## config.mk

```make
export PLATFORM = sky130hd
export DESIGN_NAME = instr_fetch_unit_flat
export DESIGN_NICKNAME = d
export VERILOG_FILES = /design/src/rtl/cpu_pkg.sv /design/src/rtl/instr_fetch_unit_if.sv /design/src/rtl/fetch_pc_counter.sv /design/src/rtl/instr_fetch_unit.sv /design/src/flat_wrapper.sv
export SDC_FILE = /design/constraint.sdc
export NUM_CORES = 1
export LEC_CHECK = 0
export ABC_AREA = 1
export ABC_CLOCK_PERIOD_IN_PS = 3200
export BUFFER_PORTS_ARGS = -buffer_cell sky130_fd_sc_hd__buf_2
export CAP_MARGIN = 0
export CORE_MARGIN = 5
export CORE_UTILIZATION = 50
export CTS_BUF_LIST = sky130_fd_sc_hd__clkbuf_2 sky130_fd_sc_hd__clkbuf_4 sky130_fd_sc_hd__clkbuf_8
export DETAILED_ROUTE_END_ITERATION = 12
export HOLD_SLACK_MARGIN = 0.08
export PLACE_DENSITY = 0.82
export SLEW_MARGIN = 20
export SYNTH_ARGS = -nofsm -noshare
export SYNTH_HDL_FRONTEND = slang
export SYNTH_SLANG_ARGS = --single-unit
```

## constraint.sdc

```tcl
create_clock -name clk -period 3.2 [get_ports clk]
set_input_delay 0.64 -clock clk [delete_from_list [all_inputs] [get_ports clk]]
set_output_delay 0.64 -clock clk [all_outputs]
set_load 0.02 [all_outputs]
```

## src/rtl/cpu_pkg.sv

```systemverilog
// cpu_pkg: shared CPU definitions for the fetch stage (fetch FSM states,
// instruction field constants, WAIT detection helper).
package cpu_pkg;

  localparam int unsigned INSTR_W = 16;

  localparam logic [3:0] OP_RTYPE = 4'b0000;
  localparam logic [3:0] EXT_WAIT = 4'b0000;

  typedef enum logic [2:0] {
    FETCH_IDLE,
    FETCH_REQ,
    FETCH_RESP,
    FETCH_HOLD,
    FETCH_DRAIN
  } fetch_state_e;

  // WAIT is the R-type opcode with the WAIT extension in bits [7:4].
  function automatic logic is_wait_instr(input logic [INSTR_W-1:0] w);
    return (w[15:12] == OP_RTYPE) && (w[7:4] == EXT_WAIT);
  endfunction

endpackage

```

## src/rtl/instr_fetch_unit_if.sv

```systemverilog
// instr_fetch_unit_if: instruction memory read bus between the fetch unit
// (master) and instruction memory (slave).
interface instr_fetch_unit_if #(
  parameter int unsigned ADDR_W = 16,
  parameter int unsigned DATA_W = 16
);

  logic [ADDR_W-1:0] mem_addr;
  logic              mem_rd_en;
  logic [DATA_W-1:0] mem_rd_data;
  logic              mem_rd_valid;

  modport master (
    output mem_addr,
    output mem_rd_en,
    input  mem_rd_data,
    input  mem_rd_valid
  );

  modport slave (
    input  mem_addr,
    input  mem_rd_en,
    output mem_rd_data,
    output mem_rd_valid
  );

endinterface

```

## src/rtl/fetch_pc_counter.sv

```systemverilog
// fetch_pc_counter: program counter register with reset load, redirect load
// (highest priority) and modulo-2^ADDR_W increment.
module fetch_pc_counter #(
  parameter int unsigned       ADDR_W   = 16,
  parameter logic [ADDR_W-1:0] RESET_PC = '0,
  parameter int unsigned       PC_INC   = 1
) (
  input  logic              clk,
  input  logic              reset,
  input  logic              load,
  input  logic [ADDR_W-1:0] target,
  input  logic              inc,
  output logic [ADDR_W-1:0] pc
);

  localparam logic [ADDR_W-1:0] INC_STEP = ADDR_W'(PC_INC);

  always_ff @(posedge clk or negedge reset) begin
    if (!reset) begin
      pc <= RESET_PC;
    end else if (load) begin
      pc <= target;
    end else if (inc) begin
      pc <= pc + INC_STEP;
    end
  end

endmodule

```

## src/rtl/instr_fetch_unit.sv

```systemverilog
// instr_fetch_unit: single-issue instruction fetch stage feeding the decoder.
// Optional WAIT halting is compiled in by defining FETCH_HALT_ON_WAIT_EN.
module instr_fetch_unit
  import cpu_pkg::*;
#(
  parameter int unsigned       ADDR_W   = 16,
  parameter int unsigned       DATA_W   = 16,
  parameter logic [ADDR_W-1:0] RESET_PC = '0,
  parameter int unsigned       PC_INC   = 1
) (
  input  logic                clk,
  input  logic                reset,
  input  logic                fetch_en,
  input  logic                stall,
  input  logic                pc_load,
  input  logic [ADDR_W-1:0]   pc_target,
  instr_fetch_unit_if.master  mem,
  output logic [INSTR_W-1:0]  instr_set,
  output logic                instr_valid,
  output logic                decoder_en,
  output logic [ADDR_W-1:0]   pc_out,
  output logic                halted
);

  fetch_state_e      state, state_nx, resume;
  logic              valid_nx;
  logic              capture;
  logic [ADDR_W-1:0] pc;
  logic [DATA_W-1:0] rd_data;

  assign rd_data      = mem.mem_rd_data;
  assign mem.mem_addr = pc;

  fetch_pc_counter #(
    .ADDR_W   (ADDR_W),
    .RESET_PC (RESET_PC),
    .PC_INC   (PC_INC)
  ) u_pc (
    .clk    (clk),
    .reset  (reset),
    .load   (pc_load),
    .target (pc_target),
    .inc    (capture),
    .pc     (pc)
  );

  // A redirect out of a halt always resumes fetching regardless of fetch_en.
  assign resume = (fetch_en || halted) ? FETCH_REQ : FETCH_IDLE;

  always_comb begin
    state_nx = state;
    valid_nx = instr_valid;
    capture  = 1'b0;
    if (pc_load) begin
      valid_nx = 1'b0;
      case (state)
        FETCH_REQ:               state_nx = FETCH_DRAIN;
        FETCH_RESP, FETCH_DRAIN: state_nx = mem.mem_rd_valid ? resume : FETCH_DRAIN;
        default:                 state_nx = resume;
      endcase
    end else begin
      case (state)
        FETCH_IDLE: begin
          if (fetch_en && !halted) state_nx = FETCH_REQ;
        end
        FETCH_REQ: begin
          state_nx = FETCH_RESP;
        end
        FETCH_RESP: begin
          if (mem.mem_rd_valid) begin
            capture  = 1'b1;
            valid_nx = 1'b1;
            state_nx = FETCH_HOLD;
          end
        end
        FETCH_HOLD: begin
          if (!stall) begin
            valid_nx = 1'b0;
`ifdef FETCH_HALT_ON_WAIT_EN
            if (is_wait_instr(instr_set)) state_nx = FETCH_IDLE;
            else
`endif
            state_nx = fetch_en ? FETCH_REQ : FETCH_IDLE;
          end
        end
        FETCH_DRAIN: begin
          if (mem.mem_rd_valid) state_nx = fetch_en ? FETCH_REQ : FETCH_IDLE;
        end
        default: state_nx = FETCH_IDLE;
      endcase
    end
  end

  always_ff @(posedge clk or negedge reset) begin
    if (!reset) begin
      state         <= FETCH_IDLE;
      instr_set     <= '0;
      instr_valid   <= 1'b0;
      decoder_en    <= 1'b1;
      pc_out        <= RESET_PC;
      mem.mem_rd_en <= 1'b0;
    end else begin
      state         <= state_nx;
      instr_valid   <= valid_nx;
      decoder_en    <= ~valid_nx;
      mem.mem_rd_en <= (state_nx == FETCH_REQ);
      if (capture) begin
        instr_set <= rd_data[INSTR_W-1:0];
        pc_out    <= pc;
      end
    end
  end

`ifdef FETCH_HALT_ON_WAIT_EN
  always_ff @(posedge clk or negedge reset) begin
    if (!reset) begin
      halted <= 1'b0;
    end else if (pc_load) begin
      halted <= 1'b0;
    end else if (state == FETCH_HOLD && !stall && is_wait_instr(instr_set)) begin
      halted <= 1'b1;
    end
  end
`else
  assign halted = 1'b0;
`endif

endmodule

```

## src/flat_wrapper.sv

```systemverilog
// flat-port wrapper written by rule: the top's interface ports become plain ports
module instr_fetch_unit_flat import cpu_pkg::*;
#(
  parameter int unsigned       ADDR_W   = 16,
  parameter int unsigned       DATA_W   = 16,
  parameter logic [ADDR_W-1:0] RESET_PC = '0,
  parameter int unsigned       PC_INC   = 1
)
  (clk, reset, fetch_en, stall, pc_load, pc_target, instr_set, instr_valid, decoder_en, pc_out, halted, mem_mem_addr, mem_mem_rd_en, mem_mem_rd_data, mem_mem_rd_valid);
  instr_fetch_unit_if #(.ADDR_W(ADDR_W), .DATA_W(DATA_W)) mem_i ();
  input  logic clk;
  input  logic reset;
  input  logic fetch_en;
  input  logic stall;
  input  logic pc_load;
  input  logic [ADDR_W-1:0] pc_target;
  output logic [INSTR_W-1:0] instr_set;
  output logic instr_valid;
  output logic decoder_en;
  output logic [ADDR_W-1:0] pc_out;
  output logic halted;
  output wire logic [$bits(mem_i.mem_addr)-1:0] mem_mem_addr;
  output wire logic [$bits(mem_i.mem_rd_en)-1:0] mem_mem_rd_en;
  input wire logic [$bits(mem_i.mem_rd_data)-1:0] mem_mem_rd_data;
  input wire logic [$bits(mem_i.mem_rd_valid)-1:0] mem_mem_rd_valid;
  assign mem_mem_addr = mem_i.mem_addr;
  assign mem_mem_rd_en = mem_i.mem_rd_en;
  assign mem_i.mem_rd_data = mem_mem_rd_data;
  assign mem_i.mem_rd_valid = mem_mem_rd_valid;
  instr_fetch_unit #(.ADDR_W(ADDR_W), .DATA_W(DATA_W), .RESET_PC(RESET_PC), .PC_INC(PC_INC)) u_core (.clk(clk), .reset(reset), .fetch_en(fetch_en), .stall(stall), .pc_load(pc_load), .pc_target(pc_target), .mem(mem_i), .instr_set(instr_set), .instr_valid(instr_valid), .decoder_en(decoder_en), .pc_out(pc_out), .halted(halted));
endmodule
```

======== Word level (Yosys, flattened, before mapping) ========
Index checks and enable logic that the tools add are counted.
operators by class
  muxes and demuxes ....................... 18
  reduce and logical (&&, ||, !) cells .... 3
  bitwise operators ....................... 1
  eq/ne operators ......................... 5
  add/sub/neg operators ................... 1
operator list
  cell                   count
  $mux 16                2
  $mux 3                 6
  $add 16x1->16 const B  1
  $pmux 3 s5             1
  $mux 1                 7
  $eq 3x1->1 const B     2
  $eq 3x2->1 const B     2
  $pmux 3 s2             1
  $eq 3x3->1 const B     1
  $logic_not 3->1        1
  $pmux 1 s2             1
  $reduce_bool 2->1      1
  $reduce_or 2->1        1
  $not 1->1              1
storage, ports and cells
  logic and storage cells ................. 35
  output and inout bits ................... 52
  register bits after elaboration ......... 54

======== Depth between registers and ports, before layout ========
Gate-level depths: netlist of the first run.
  depth after elaboration ................. 5
  depth in mapped cells ................... 8
  depth with buffers taken out ............ 8

======== By module ========
Synthesis of the first run repeated with hierarchy kept, for this count alone.
second synthesis, totals
  cells, all modules ...................... 320
  area total of the unflattened synthesis .. 2602.5 µm²
by module, submodules not included
  module            cells an instance  times used  area each (µm²)  seq. area each (µm²)
  instr_fetch_unit  179                1           1567.8           952.2
  fetch_pc_counter  141                1           1034.7           400.4

======== Least setup slack after synthesis of the first run ========
No wires, ideal clock.
  path type ............................... register -> register
  from .................................... register u_core.u_pc.pc[0]
  to ...................................... register u_core.u_pc.pc[12]
  path buffers ............................ 0
  setup time .............................. 0.124 ns
  cell stages (with the launch flop) ...... 9
  slack ................................... 1.758 ns
  data arrival time ....................... 1.318 ns
  cell sequence ........................... dfrtp_1 > ha_1 > nand2_1 > nor2_2 > nand2_1 > nor2_1 > nand2_1 > nand2_1 > nand3_1
between the ends
  longest elaborated chain between the ends .. 3
RTL lines
  item                    RTL line                text
  start, declared         fetch_pc_counter.sv:13  output logic [ADDR_W-1:0] pc
  start signal, assigned  fetch_pc_counter.sv:22  pc <= target;
  start signal, assigned  fetch_pc_counter.sv:24  pc <= pc + INC_STEP;
  $add 16x1->16           fetch_pc_counter.sv:24
  $mux 16                 fetch_pc_counter.sv:23  end else if (inc) begin
  $mux 16                 fetch_pc_counter.sv:21  end else if (load) begin
No other way between the ends. The select of a mux whose other input is x is not followed.
A chain may end at the register's enable or synchronous reset.

======== Worst setup path after layout of the first run ========
  from .................................... input pc_load
  to ...................................... register u_core.u_pc.pc[11]
between the ends
  longest elaborated chain between the ends .. 2
  elaborated cells between the ends (all ways) .. 3
  classes of those cells .................. mux: 2; reduce/logical: 1
RTL lines
  item                         RTL line                text
  start, declared              flat_wrapper.sv:15      input logic pc_load;
  $mux 1                       instr_fetch_unit.sv:54  if (pc_load) begin
  $reduce_bool 2->1 (no line)  n/a
Parallel ways exist; a longest one is shown, timed or not.

==> flow_summary_export.csv, run 1 <==
group,metric,value,unit
status,status,"finished clean",
placement,place.gp.congestion,0.896,
synthesis,synth_fp_nets,386,
clocking,clock_sinks,54,
synthesis,synth_cells,347,
timing,max_freq,514,MHz
clocking,clkLatencyLatePin,310,ps
synthesis,synth_area,2630,um2
synthesis,async_flop_share,100,%
route,drtIter0Drc,186,
worst_setup_path,critical_path_required,3450,ps
placement,dp_cells,497,
synthesis,syn_avg_cell_area,7.59,um2
synthesis,seq_area_frac_synth,51.4,%
grt,grt_overflow_total,0,
grt,antenna_found_initial,0,
layout,fillers,485,
worst_setup_path,crit_chain,"buf_2 -> inv_2 -> nand4_4 -> inv_2 -> nand3_1 -> nand2_1",
timing,tns,0,ps
clocking,cts-root-buf,"clkbuf_8",
layout,layout.nets,473,
synthesis,synth-edff-count,0,
route,wire_per_inst,13.6,um
worst_setup_path,cp-start-kind,"input pin",
worst_setup_path,slowest_stage,"inv_2",
timing,finalHoldViolations,0,
grt,grt_pass1_vias,2484,
clocking,htreeDepth,2,
timing,clock_skew,7.92,ps
timing,finalSetupViolations,0,
worst_setup_path,path_common_cell,"inv_2",
floorplanning,ios,90,
clocking,cts_setup_buffers,0,
floorplanning,start_util,51.6,%
pwr,power.leakage,1.81,nW
run,cap_viol_max_count,0,
timing,final.min_clock_period,1940,ps
clocking,cts_tree,"yes",
layout,diodes,0,
route,ant_nets,0,
worst_setup_path,crit_fanout,27,
worst_setup_path,crit_type,"in -> reg",
worst_setup_path,cp-end-kind,"flop",
timing,hold_slack,242,ps
layout,stdcell_count,505,
worst_setup_path,slowest_delay,480,ps
grt,grt_start_max_net_pins,38,
layout,area_growth,22.6,%
clocking,numCtsBuffers,5,
floorplanning,num_rows,26,
floorplanning,die_area,6820,um2
floorplanning,die_h,82.6,um
timing,rsz0062_at_grt,"false",
synthesis,ys_ff_latch,54,
clocking,cts-resized-gates,0,
synthesis,yosys_warnings,0,
grt,grt_pass1_wl,11200,um
synthesis,synth.distinct_cells,28,
route,vias_per_cell,5.08,
pwr,power.density,776,nW/um2
synthesis,synth_ff_type,"dfrtp_1",
clocking,cts_hold_buffers,0,
clocking,cts.clk_slew.worst_paths,100,ps
placement,post-dp-hpwl,5060,um
floorplanning,fp.coreArea,5110,um2
timing,finalCritPeriodShare,60.8,%
route,vias,2566,
layout,drive_gt1_share,25.7,%
route,wl,6890,um
clocking,clock_path_buffers,2,
worst_setup_path,arrival,2190,ps
placement,place.port_buffers,88,
timing,slew_viol_final,0,
pwr,peakVddDrop,353,uV
route,drc,0,
route,firstDrtPassIters,4,
hold_path,min_path_type,"in -> async",
grt,grt_usage,21.4,%
floorplanning,die_w,82.6,um
## sequential cells by signal, summed over array words and instances (netlist names)
| name | cells |
|---|---|
| u_core.instr_valid | 1 |
| u_core.pc_out | 16 |
| u_core.state | 3 |
| u_core.decoder_en | 1 |
| u_core.instr_set | 16 |
| u_core.mem.mem_rd_en | 1 |
| u_core.u_pc.pc | 16 |
## worst paths after layout
check                                      endpoint  slack [ps]  depth (start not counted)           startpoint
worst max-delay path             u_core.u_pc.pc[11]        1260                          6              pc_load
worst min-delay path              u_core.pc_out[14]         240                          1                reset
worst max register to register   u_core.u_pc.pc[11]        1460                          6      u_core.state[1]
worst min register to register  u_core.instr_set[4]         480                          2  u_core.instr_set[4]
max in group asynchronous         u_core.decoder_en        2140                          2                reset
min in group clk                u_core.instr_set[4]         480                          2  u_core.instr_set[4]
## critical path: cells and delay by family
kind	cells	cell delay, ps
buffers and inverters	3	960
and+or+nand+nor	3	590
## per-stage QoR
stage	power [mW]	cell area, um2	setup WS (ps)	utilization, %
after floorplan	1.73	2630	1760	-
after global placement	2.06	3120	1030	61.2
after detailed placement	2.10	3120	986	61.2
after CTS	2.52	3230	1290	63.2
after global routing	2.69	3230	1150	63.2
final	2.50	3230	1260	63.2
## layout by cell type, fill, tap and decap left out, types with 2 or more instances in the layout
cell and count:
nor3_1 3, dfrtp_1 53, o21ai_0 10, xor2_1 2, o211ai_1 3, nor2_2 2
o21ai_1 14, inv_1 36, inv_2 6, a21oi_1 5, nand4_1 6, nand3_1 24
buf_4 2, buf_2 88, nand2_1 133, clkbuf_8 7, nor2_1 29
## logic make-up (layout without fill, tap and decap cells)
family / after synthesis / in the layout / share of synthesized area, %
AO/OA/AOI/OAI: 33 / 33 / 6.60
adder cells (fa/ha/maj): 1 / 1 / 0.475
other: 1 / 1 / 0.142
flip-flops: 54 / 54 / 51.4
AND/OR/NAND/NOR: 203 / 203 / 32.4
XOR/XNOR: 3 / 3 / 0.998
buffers and inverters: 52 / 140 / 7.98
## report_power, final
part,switching (mW),leakage [nW],internal (mW),total (mW)
Sequential,0.167,0.676,0.915,1.08
Clock,0.222,0.0544,0.199,0.421
Combinational,0.674,1.08,0.328,1.00
## area by class of cell
type	count	area, um2	area share [%]
Sequential cell	54	1350	41.9
Multi-Input combinational cell	241	1070	33.2
Timing Repair Buffer	90	455	14.1
Inverter	42	158	4.88
Clock buffer	7	96.3	2.98
Tap cell	70	87.6	2.71
Clock inverter	1	8.76	0.271
## layer usage
layer	part of all wire [%]	track usage (%)	wire length [um]
met1	42	28.2	2880
met2	50	35.4	3450
met3	7.0	4.01	481
met4	1.2	7.19	81
met5	0	0	0
## Yosys cell counts (all sizes together), types with 2 or more instances
cell / n / area share (%)
a21oi: 5 / 0.95
buf: 10 / 2.0
dfrtp: 53 / 50
inv: 42 / 6.0
nand2: 134 / 19
nand3: 25 / 4.9
nand4: 7 / 2.2
nor2: 32 / 5.0
nor3: 3 / 0.57
o211ai: 3 / 0.86
o21ai: 24 / 4.6
xor2: 2 / 0.67
Power figures use the tool's default switching activity.
==> run 2, diff against run 1 <==
ABC_CLOCK_PERIOD_IN_PS = 1650   (was 3200)
CORE_UTILIZATION = 47   (was 50)
PLACE_DENSITY = 0.81   (was 0.82)
clock period = 1.65 ns   (was 3.2 ns; I/O delays follow)
==> run 2 against run 1 <==
Effect of this change:
- worst hold slack lost 35 ps
- design area grew 1.7%
- first-iteration DRC count grew 13%
- routed wire length shrank 5.2%
- clock skew shrank 3.2 ps
- clock power grew 110%
- sequential power grew 94%
- register-to-register slack lost 1300 ps
- core utilization shrank 3.2 points
==> flow_summary_export.csv, run 2 (synthesized netlist as in run 1, its figures left out) <==
group,metric,value,unit
grt,grt_pass1_vias,2454,
layout,drive_gt1_share,26.2,%
grt,antenna_found_initial,0,
layout,final_cell_mix,"nand2_1, buf_2, dfrtp_1",
worst_setup_path,cp-start-kind,"flop",
floorplanning,fp.coreArea,5470,um2
timing,final.setup.worst_slack,180,ps
grt,grt_pass1_wl,11200,um
clocking,numCtsBuffers,5,
pwr,p_int,2.87,mW
clocking,cts-resized-gates,0,
timing,rsz0062_at_grt,"false",
timing,clock_skew,4.75,ps
timing,tns,0,ps
timing,final.min_clock_period,1470,ps
clocking,clkLatencyLatePin,310,ps
grt,grt_usage,19.1,%
pwr,p_sw_share,41.5,%
grt,grt_overflow_total,0,
clocking,cts.clk_slew.worst_paths,100,ps
grt,grt_start_max_net_pins,55,
route,wl,6540,um
timing,slew_viol_final,0,
route,ant_nets,0,
floorplanning,start_util,48.1,%
floorplanning,num_rows,27,
placement,place.port_buffers,88,
floorplanning,die_w,84.9,um
run,cap_viol_max_count,0,
route,vias,2502,
timing,max_freq,681,MHz
worst_setup_path,crit_fanout,5,
timing,hold_slack,207,ps
placement,place.gp.congestion,0.865,
worst_setup_path,critical_path_required,1850,ps
worst_setup_path,cp-end-kind,"flop",
pwr,power.density,1500,nW/um2
route,firstDrtPassIters,4,
hold_path,min_path_type,"in -> reg",
pwr,peakVddDrop,596,uV
pwr,power.clock.fraction,18.2,%
placement,post-dp-hpwl,4890,um
placement,place_area,3160,um2
floorplanning,ios,90,
timing,finalCritPeriodShare,89.1,%
worst_setup_path,arrival,1670,ps
layout,biggestRegsByFlops,"u_core.instr_set: 16 flops, u_core.pc_out: 16 flops, u_core.u_pc.pc: 16 flops",
route,vias_per_cell,4.90,
pwr,seqPwrFrac,42.6,%
pwr,combPwrFrac,39.2,%
clocking,clock_path_buffers,2,
clocking,clock_sinks,54,
route,drc,0,
layout,layout_commonest_cell,"nand2_1",
placement,post-place-ws,210,ps
layout,final_area,3290,um2
clocking,cts_setup_buffers,0,
layout,area_growth,24.8,%
layout,layout.nets,477,
timing,finalHoldViolations,0,
floorplanning,die_area,7200,um2
pwr,power,4.91,mW
clocking,cts-root-buf,"clkbuf_8",
floorplanning,die_h,84.9,um
route,drtIter0Drc,210,
clocking,htreeDepth,2,
layout,diodes,0,
pwr,power.leakage,1.83,nW
status,status,"finished clean",
worst_setup_path,crit_type,"reg -> reg",
timing,finalSetupViolations,0,
clocking,cts_tree,"yes",
route,wire_per_inst,12.8,um
pwr,switchingPower,2.04,mW
## run 2: cell types whose count changed in the layout (fill, tap and decap cells not counted), sizes merged
cell	before	now
bufinv	0	1
clkinvlp	0	2
dlygate4sd3	0	1
clkinv	1	0
clkbuf	7	5
buf	90	93
## run 2: worst max-delay path, stage by stage (launching register included)
cell and delay, ps:
dfrtp_1 420, ha_1 210, nand2_1 120, nor2_2 170
nand2_1 120, nor2_1 150, nand2_1 60, nand2_1 60
nand3_1 60
## run 2: worst paths after layout
check / startpoint / endpoint / slack, ps / cells after the start
max reg2reg: u_core.u_pc.pc[0] / u_core.u_pc.pc[12] / 180 / 8
min: mem_mem_rd_data[9] / u_core.instr_set[9] / 210 / 3
max in group asynchronous: reset / u_core.decoder_en / 830 / 3
min in group asynchronous: reset / u_core.instr_set[10] / 530 / 3
min reg2reg: u_core.instr_valid / u_core.decoder_en / 480 / 1
max: u_core.u_pc.pc[0] / u_core.u_pc.pc[12] / 180 / 8
## run 2: repair_timing
item / CTS / global route
setup endpoints to repair: 0 / 0
hold buffers: 1 / 0
endpoints found under the hold margin: 53 / 0
## run 2: power by group through the flow
stage | Combinational, mW | Clock, mW | Sequential, mW
after floorplan | 0.729 | 0 | 2.62
after global placement | 1.90 | 0 | 2.10
after detailed placement | 1.95 | 0 | 2.12
after CTS | 1.96 | 0.915 | 2.10
after global routing | 2.15 | 0.975 | 2.17
final | 1.93 | 0.892 | 2.09
## run 2: layout make-up
class	count	area (um2)
well taps	72	90.1
fillers	509	2190
inverters	42	158
flip-flops and latches	54	1350
repair buffers	94	500
clock inverters	3	45.0
clock buffers	5	68.8
multi-input cells	241	1070
## run 2: per-stage QoR
stage,cells,utilization (%)
after detailed placement,502,57.8
after CTS,511,60.0
after global placement,502,57.8
after global routing,511,60.0
after floorplan,347,-
final,511,60.0
## run 2: layer usage
metal / up-vias / global-route usage (%) / wire (um)
met2: 86 / 32.2 / 3190
li1: 1258 / - / -
met4: 0 / 6.62 / 153
met5: - / 0 / 0
met3: 13 / 4.37 / 516
met1: 1145 / 24.2 / 2670
